===== config.mk =====
export PLATFORM = sky130hd
export DESIGN_NAME = median_window
export DESIGN_NICKNAME = d
export VERILOG_FILES = /design/src/rtl/median_pkg.sv /design/src/rtl/median_window.sv
export SDC_FILE = /design/constraint.sdc
export NUM_CORES = 1
export LEC_CHECK = 0
export ABC_CLOCK_PERIOD_IN_PS = 25300
export BUFFER_PORTS_ARGS = -buffer_cell sky130_fd_sc_hd__buf_2
export CORE_MARGIN = 2
export CORE_UTILIZATION = 57
export CTS_CLUSTER_DIAMETER = 150
export DETAILED_ROUTE_END_ITERATION = 16
export GPL_TIMING_DRIVEN = 0
export PLACE_DENSITY = 0.79
export SETUP_SLACK_MARGIN = 0.1
export SLEW_MARGIN = 10
export SYNTH_ARGS = -nofsm -noshare
export SYNTH_HDL_FRONTEND = slang
export SYNTH_SLANG_ARGS = --single-unit

===== constraint.sdc =====
create_clock -name clock50MHz -period 25.3 [get_ports clock50MHz]
set_clock_uncertainty 0.2 [all_clocks]
set_input_delay 5.06 -clock clock50MHz [delete_from_list [all_inputs] [get_ports clock50MHz]]
set_output_delay 5.06 -clock clock50MHz [all_outputs]
set_load 0.1 [all_outputs]

===== src/rtl/median_pkg.sv =====
// rtl/median_pkg.sv - shared types and defaults for the median filter datapath
package median_pkg;

  localparam int DATA_COUNT_DEF = 16;
  localparam int DATA_WIDTH_DEF = 12;

  typedef logic [DATA_WIDTH_DEF-1:0]                sample_t;
  typedef logic [DATA_COUNT_DEF*DATA_WIDTH_DEF-1:0] window_t;

  typedef enum logic [1:0] {
    EMPTY   = 2'd0,
    FILLING = 2'd1,
    STEADY  = 2'd2
  } window_state_t;

endpackage


===== src/rtl/median_window.sv =====
// rtl/median_window.sv - sliding sample window feeding the median sort network
module median_window
  import median_pkg::*;
#(
  parameter int DATA_COUNT = DATA_COUNT_DEF,
  parameter int DATA_WIDTH = DATA_WIDTH_DEF,
  parameter int STRIDE     = 1
) (
  input  logic                               clock50MHz,
  input  logic                               reset,
  input  logic                               flush,
  input  logic                               sample_valid,
  output logic                               sample_ready,
  input  logic [DATA_WIDTH-1:0]              sample_data,
  output logic                               window_valid,
  input  logic                               window_ready,
  output logic [DATA_COUNT*DATA_WIDTH-1:0]   window_data,
  output logic [$clog2(DATA_COUNT+1)-1:0]    fill_count
);

  localparam int FW = $clog2(DATA_COUNT+1);
  localparam int SW = (DATA_COUNT > 1) ? $clog2(DATA_COUNT) : 1;
  localparam int WW = DATA_COUNT*DATA_WIDTH;

  localparam logic [FW-1:0] FILL_FULL   = FW'(DATA_COUNT);
  localparam logic [FW-1:0] FILL_LAST   = FW'(DATA_COUNT-1);
  localparam logic [SW-1:0] STRIDE_LAST = SW'(STRIDE-1);

  window_state_t   state_q, state_d;
  logic [WW-1:0]   shift_q, shift_d;
  logic [WW-1:0]   wdata_q, wdata_d;
  logic [FW-1:0]   fill_q, fill_d;
  logic [SW-1:0]   stride_q, stride_d;
  logic            wvalid_q, wvalid_d;
  logic            accept;
  logic            emit;

  // State register
  always_ff @(posedge clock50MHz or posedge reset) begin
    if (reset) begin
      state_q <= EMPTY;
    end else begin
      state_q <= state_d;
    end
  end

  // Next-state logic
  always_comb begin
    state_d = state_q;
    if (flush) begin
      state_d = EMPTY;
    end else if (accept) begin
      case (state_q)
        EMPTY:   state_d = FILLING;
        FILLING: state_d = (fill_q == FILL_LAST) ? STEADY : FILLING;
        default: state_d = state_q;
      endcase
    end
  end

  // Handshake and emission decode; a drain in the same cycle frees the stall
  always_comb begin
    sample_ready = !flush && !(wvalid_q && !window_ready);
    accept       = sample_valid && sample_ready;
    emit         = 1'b0;
    if (accept) begin
      case (state_q)
        FILLING: emit = (fill_q == FILL_LAST);
        STEADY:  emit = (stride_q == STRIDE_LAST);
        default: emit = 1'b0;
      endcase
    end
  end

  always_comb begin
    shift_d  = shift_q;
    wdata_d  = wdata_q;
    fill_d   = fill_q;
    stride_d = stride_q;
    wvalid_d = wvalid_q;
    if (flush) begin
      shift_d  = '0;
      fill_d   = '0;
      stride_d = '0;
      wvalid_d = 1'b0;
    end else begin
      if (wvalid_q && window_ready) begin
        wvalid_d = 1'b0;
      end
      if (accept) begin
        shift_d = {shift_q[WW-DATA_WIDTH-1:0], sample_data};
        if (fill_q != FILL_FULL) begin
          fill_d = fill_q + FW'(1);
        end
        if (state_q == STEADY) begin
          stride_d = emit ? '0 : stride_q + SW'(1);
        end else begin
          stride_d = '0;
        end
      end
      // The emitted window is the post-shift contents, including this sample
      if (emit) begin
        wdata_d  = shift_d;
        wvalid_d = 1'b1;
      end
    end
  end

  always_ff @(posedge clock50MHz or posedge reset) begin
    if (reset) begin
      shift_q  <= '0;
      wdata_q  <= '0;
      fill_q   <= '0;
      stride_q <= '0;
      wvalid_q <= 1'b0;
    end else begin
      shift_q  <= shift_d;
      wdata_q  <= wdata_d;
      fill_q   <= fill_d;
      stride_q <= stride_d;
      wvalid_q <= wvalid_d;
    end
  end

  assign window_valid = wvalid_q;
  assign window_data  = wdata_q;
  assign fill_count   = fill_q;

endmodule


==> reports/qor.json <==
{
  "logic_synthesis": {
    "mappedNetlistArea_sq_um": 15800,
    "syn_nets": 1291,
    "post_synth_num_cell_types": 39,
    "syn-mean-instance-area_sq_um": 12.5,
    "ys_seq_area_frac": 0.608,
    "netlist_instances": 1266,
    "synth-warning-count": 0,
    "postSynthRegisterBits": 384
  },
  "layout": {
    "final_nets": 1548,
    "fraction_of_final_layout_cells_with_drive_strength_greater_than_1": 0.332,
    "fin_area_sq_um": 18700,
    "diodes": 0,
    "layout-area-overhead-vs-synth_pct": 18.2
  },
  "route": {
    "drtAntennaViolNets": 0,
    "detail_route.wl_per_cell_um": 18.1,
    "viasPerCell": 5.42,
    "detailedRoute.firstIterationViolations": 863,
    "drt-pass1-iter-count": 6,
    "vias": 10400,
    "drc_errors": 0,
    "postRouteWirelength_mm": 34.8
  },
  "floorplan": {
    "io_pins": 216,
    "design.die.area_sq_um": 29100,
    "initial_utilization": 0.583,
    "rows": 60,
    "die_h_um": 171,
    "coreArea_sq_um": 27100,
    "chipWidth_um": 171
  },
  "worst_hold_path": {
    "hold_start": "shift_q[175]",
    "worstHoldPathType": "register to register"
  },
  "cts": {
    "worst_setup_hold_path_clk_slew_ns": 0.06,
    "clkLatencyLatePin_ns": 0.51,
    "numClockSinks": 384,
    "cts_buffers": 38,
    "postCtsSetupRepairBufs": 0,
    "ctsLongestPathBuffers": 3,
    "cts_hold_repair.buffers": 0,
    "tritoncts": "yes",
    "cts_resized": 0,
    "cts-htree-levels": 2,
    "cts.root.buffer_cell": "clkbuf_16"
  },
  "critical_path": {
    "crit-reg2reg-launch": "fill_count[0]",
    "cp.required_ns": 20.04,
    "critPathArrivalTime_ns": 5.89,
    "critical_path.endpoint_type": "primary output",
    "critPathLaunchType": "input port",
    "crit_path_max_fanout": 4,
    "critPathLaunch": "window_ready",
    "criticalPathCategory": "input port to primary output"
  },
  "power_and_ir_drop": {
    "power.ir.vdd_worst_mv": 0.0450,
    "pleak_nw": 9.17,
    "cellPowerDensity_nw_per_um2": 65.5
  },
  "run": {
    "cap_viol_max_count": 0
  },
  "place": {
    "gp_routability_congestion": 0.835,
    "hpwl_after_dpl_mm": 23.8,
    "post_dp_cell_area_sq_um": 17400,
    "dp_worst_slack_ns": 14.13,
    "port_buffers": 214
  },
  "sta": {
    "timing_worst_slew_pin_value_ns": 0.691,
    "worst_slack_ns": 14.15,
    "fmaxAchievable_mhz": 89.7,
    "final_min_period_over_clock_period": 0.441,
    "slew-limit-headroom": 0.539,
    "fin_crit_ns": 11.15,
    "totalNegativeSetupSlack_ns": 0,
    "finalSetupViolations": 0,
    "slew_viol_final": 0,
    "grt_setup_unrepaired": "no",
    "hold_viol": 0
  },
  "global_route": {
    "grt_usage": 0.244,
    "number_of_global_route_vias_before_repair": 10500,
    "grt_pass1_wl_mm": 56.0,
    "grt_max_degree": 124,
    "grt_antenna_before_repair": 0,
    "globalRoute.totalOverflow": 0
  },
  "status": {
    "outcome": "finished clean"
  }
}
==> registers in the layout (all words and copies together) (netlist names) <==
signal	flops
window_data	192
fill_count	5
window_valid	1
state_q	2
shift_q	180
stride_q	4
==> path summary, 6_finish.rpt <==
| check | to | slack, ns | cells past startpoint |
|---|---|---|---|
| max in group asynchronous | window_data[77] | 19.23 | 4 |
| hold reg to reg | window_data[187] | 0.31 | 1 |
| setup / recovery | sample_ready | 14.15 | 4 |
| setup reg to reg | window_data[33] | 22.75 | 9 |
| hold / removal | window_data[187] | 0.31 | 1 |
| min in group asynchronous | window_data[0] | 4.34 | 2 |
==> cell families after synthesis <==
group	after synthesis	share of synthesized area
buffers and inverters	95	0.0443
XOR/XNOR	3	0.00166
AO/OA/AOI/OAI	196	0.0639
multiplexers	192	0.180
adder cells (fa/ha/maj)	8	0.00633
AND/OR/NAND/NOR	388	0.0962
flip-flops	384	0.608
==> where the power goes <==
group | total (W) | switching [W] | internal (W)
Sequential | 0.000620 | 0.00000289 | 0.000617
Combinational | 0.0000482 | 0.0000395 | 0.00000868
Clock | 0.000555 | 0.000232 | 0.000323
Total | 0.00122 | 0.000275 | 0.000949
==> worst max-delay path: stages <==
cell and delay (ns):
buf_2 0.10, nor2b_1 0.30, nor2_1 0.12, buf_2 0.31
==> synth_stat cells, drive strengths merged <==
library cell  count  area share
a32o              1     0.00063
nand4             2     0.00079
inv              10      0.0024
a21oi           184       0.058
mux2            192        0.18
buf              45       0.032
dfrtp           384        0.61
nand3             3     0.00095
nor4b             1     0.00055
o21a              1     0.00048
and2              1     0.00040
or3               1     0.00040
or3b              1     0.00055
nand2           364       0.087
and3              1     0.00040
o21ai             5      0.0018
nor3              3      0.0017
xor2              1     0.00055
nor2b             1     0.00040
o2bb2ai           3      0.0017
a221oi            1     0.00055
ha                8      0.0063
xnor2             2      0.0011
a21o              1     0.00048
nor2              7      0.0018
and4bb            1     0.00079
nand2b            1     0.00040
clkbuf           40      0.0095
nand3b            1     0.00048
==> cells in the final DEF (no fill, tap or decap), types with 3 or more instances in the layout <==
cell type / instances
a21oi_1: 184
clkbuf_8: 9
nand3_1: 3
o21ai_0: 3
inv_1: 9
buf_1: 8
nor2_1: 6
clkbuf_16: 41
buf_2: 230
mux2_4: 180
nand2_1: 363
clkinv_2: 11
clkbuf_1: 47
buf_12: 19
mux2_2: 12
o2bb2ai_1: 3
dfrtp_1: 384
ha_1: 8
buf_16: 3
==> per-layer routing <==
layer | wire length [um] | part of all wire | track usage | up-vias
met2 | 17000 | 0.49 | 0.399 | 331
met4 | 681 | 0.020 | 0.0591 | 0
met1 | 15300 | 0.44 | 0.346 | 5322
li1 | - | - | - | 4728
met5 | 0 | 0 | 0 | -
met3 | 1830 | 0.053 | 0.0384 | 53
==> cell type report <==
class / instances / area [sq um]
plain buffers: 85 / 663
clock buffers: 57 / 1180
clock inverters: 13 / 71.3
fillers: 1861 / 8420
inverters: 10 / 45.0
multi-input cells: 787 / 5490
flip-flops and latches: 384 / 9610
well taps: 372 / 465
repair buffers: 217 / 1150
==> per-stage QoR <==
stage | power (W) | utilization | instances | hold WS (ns)
global route | 0.00126 | 0.689 | 1925 | 0.316
finish | 0.00122 | 0.689 | 1925 | 0.308
global placement | 0.000677 | 0.640 | 1852 | 0.286
detailed placement | 0.000680 | 0.643 | 1855 | 0.288
floorplan | 0.000666 | - | 1266 | 0.281
CTS | 0.00123 | 0.689 | 1925 | 0.310
No activity file was read; power rests on OpenSTA's default activity.
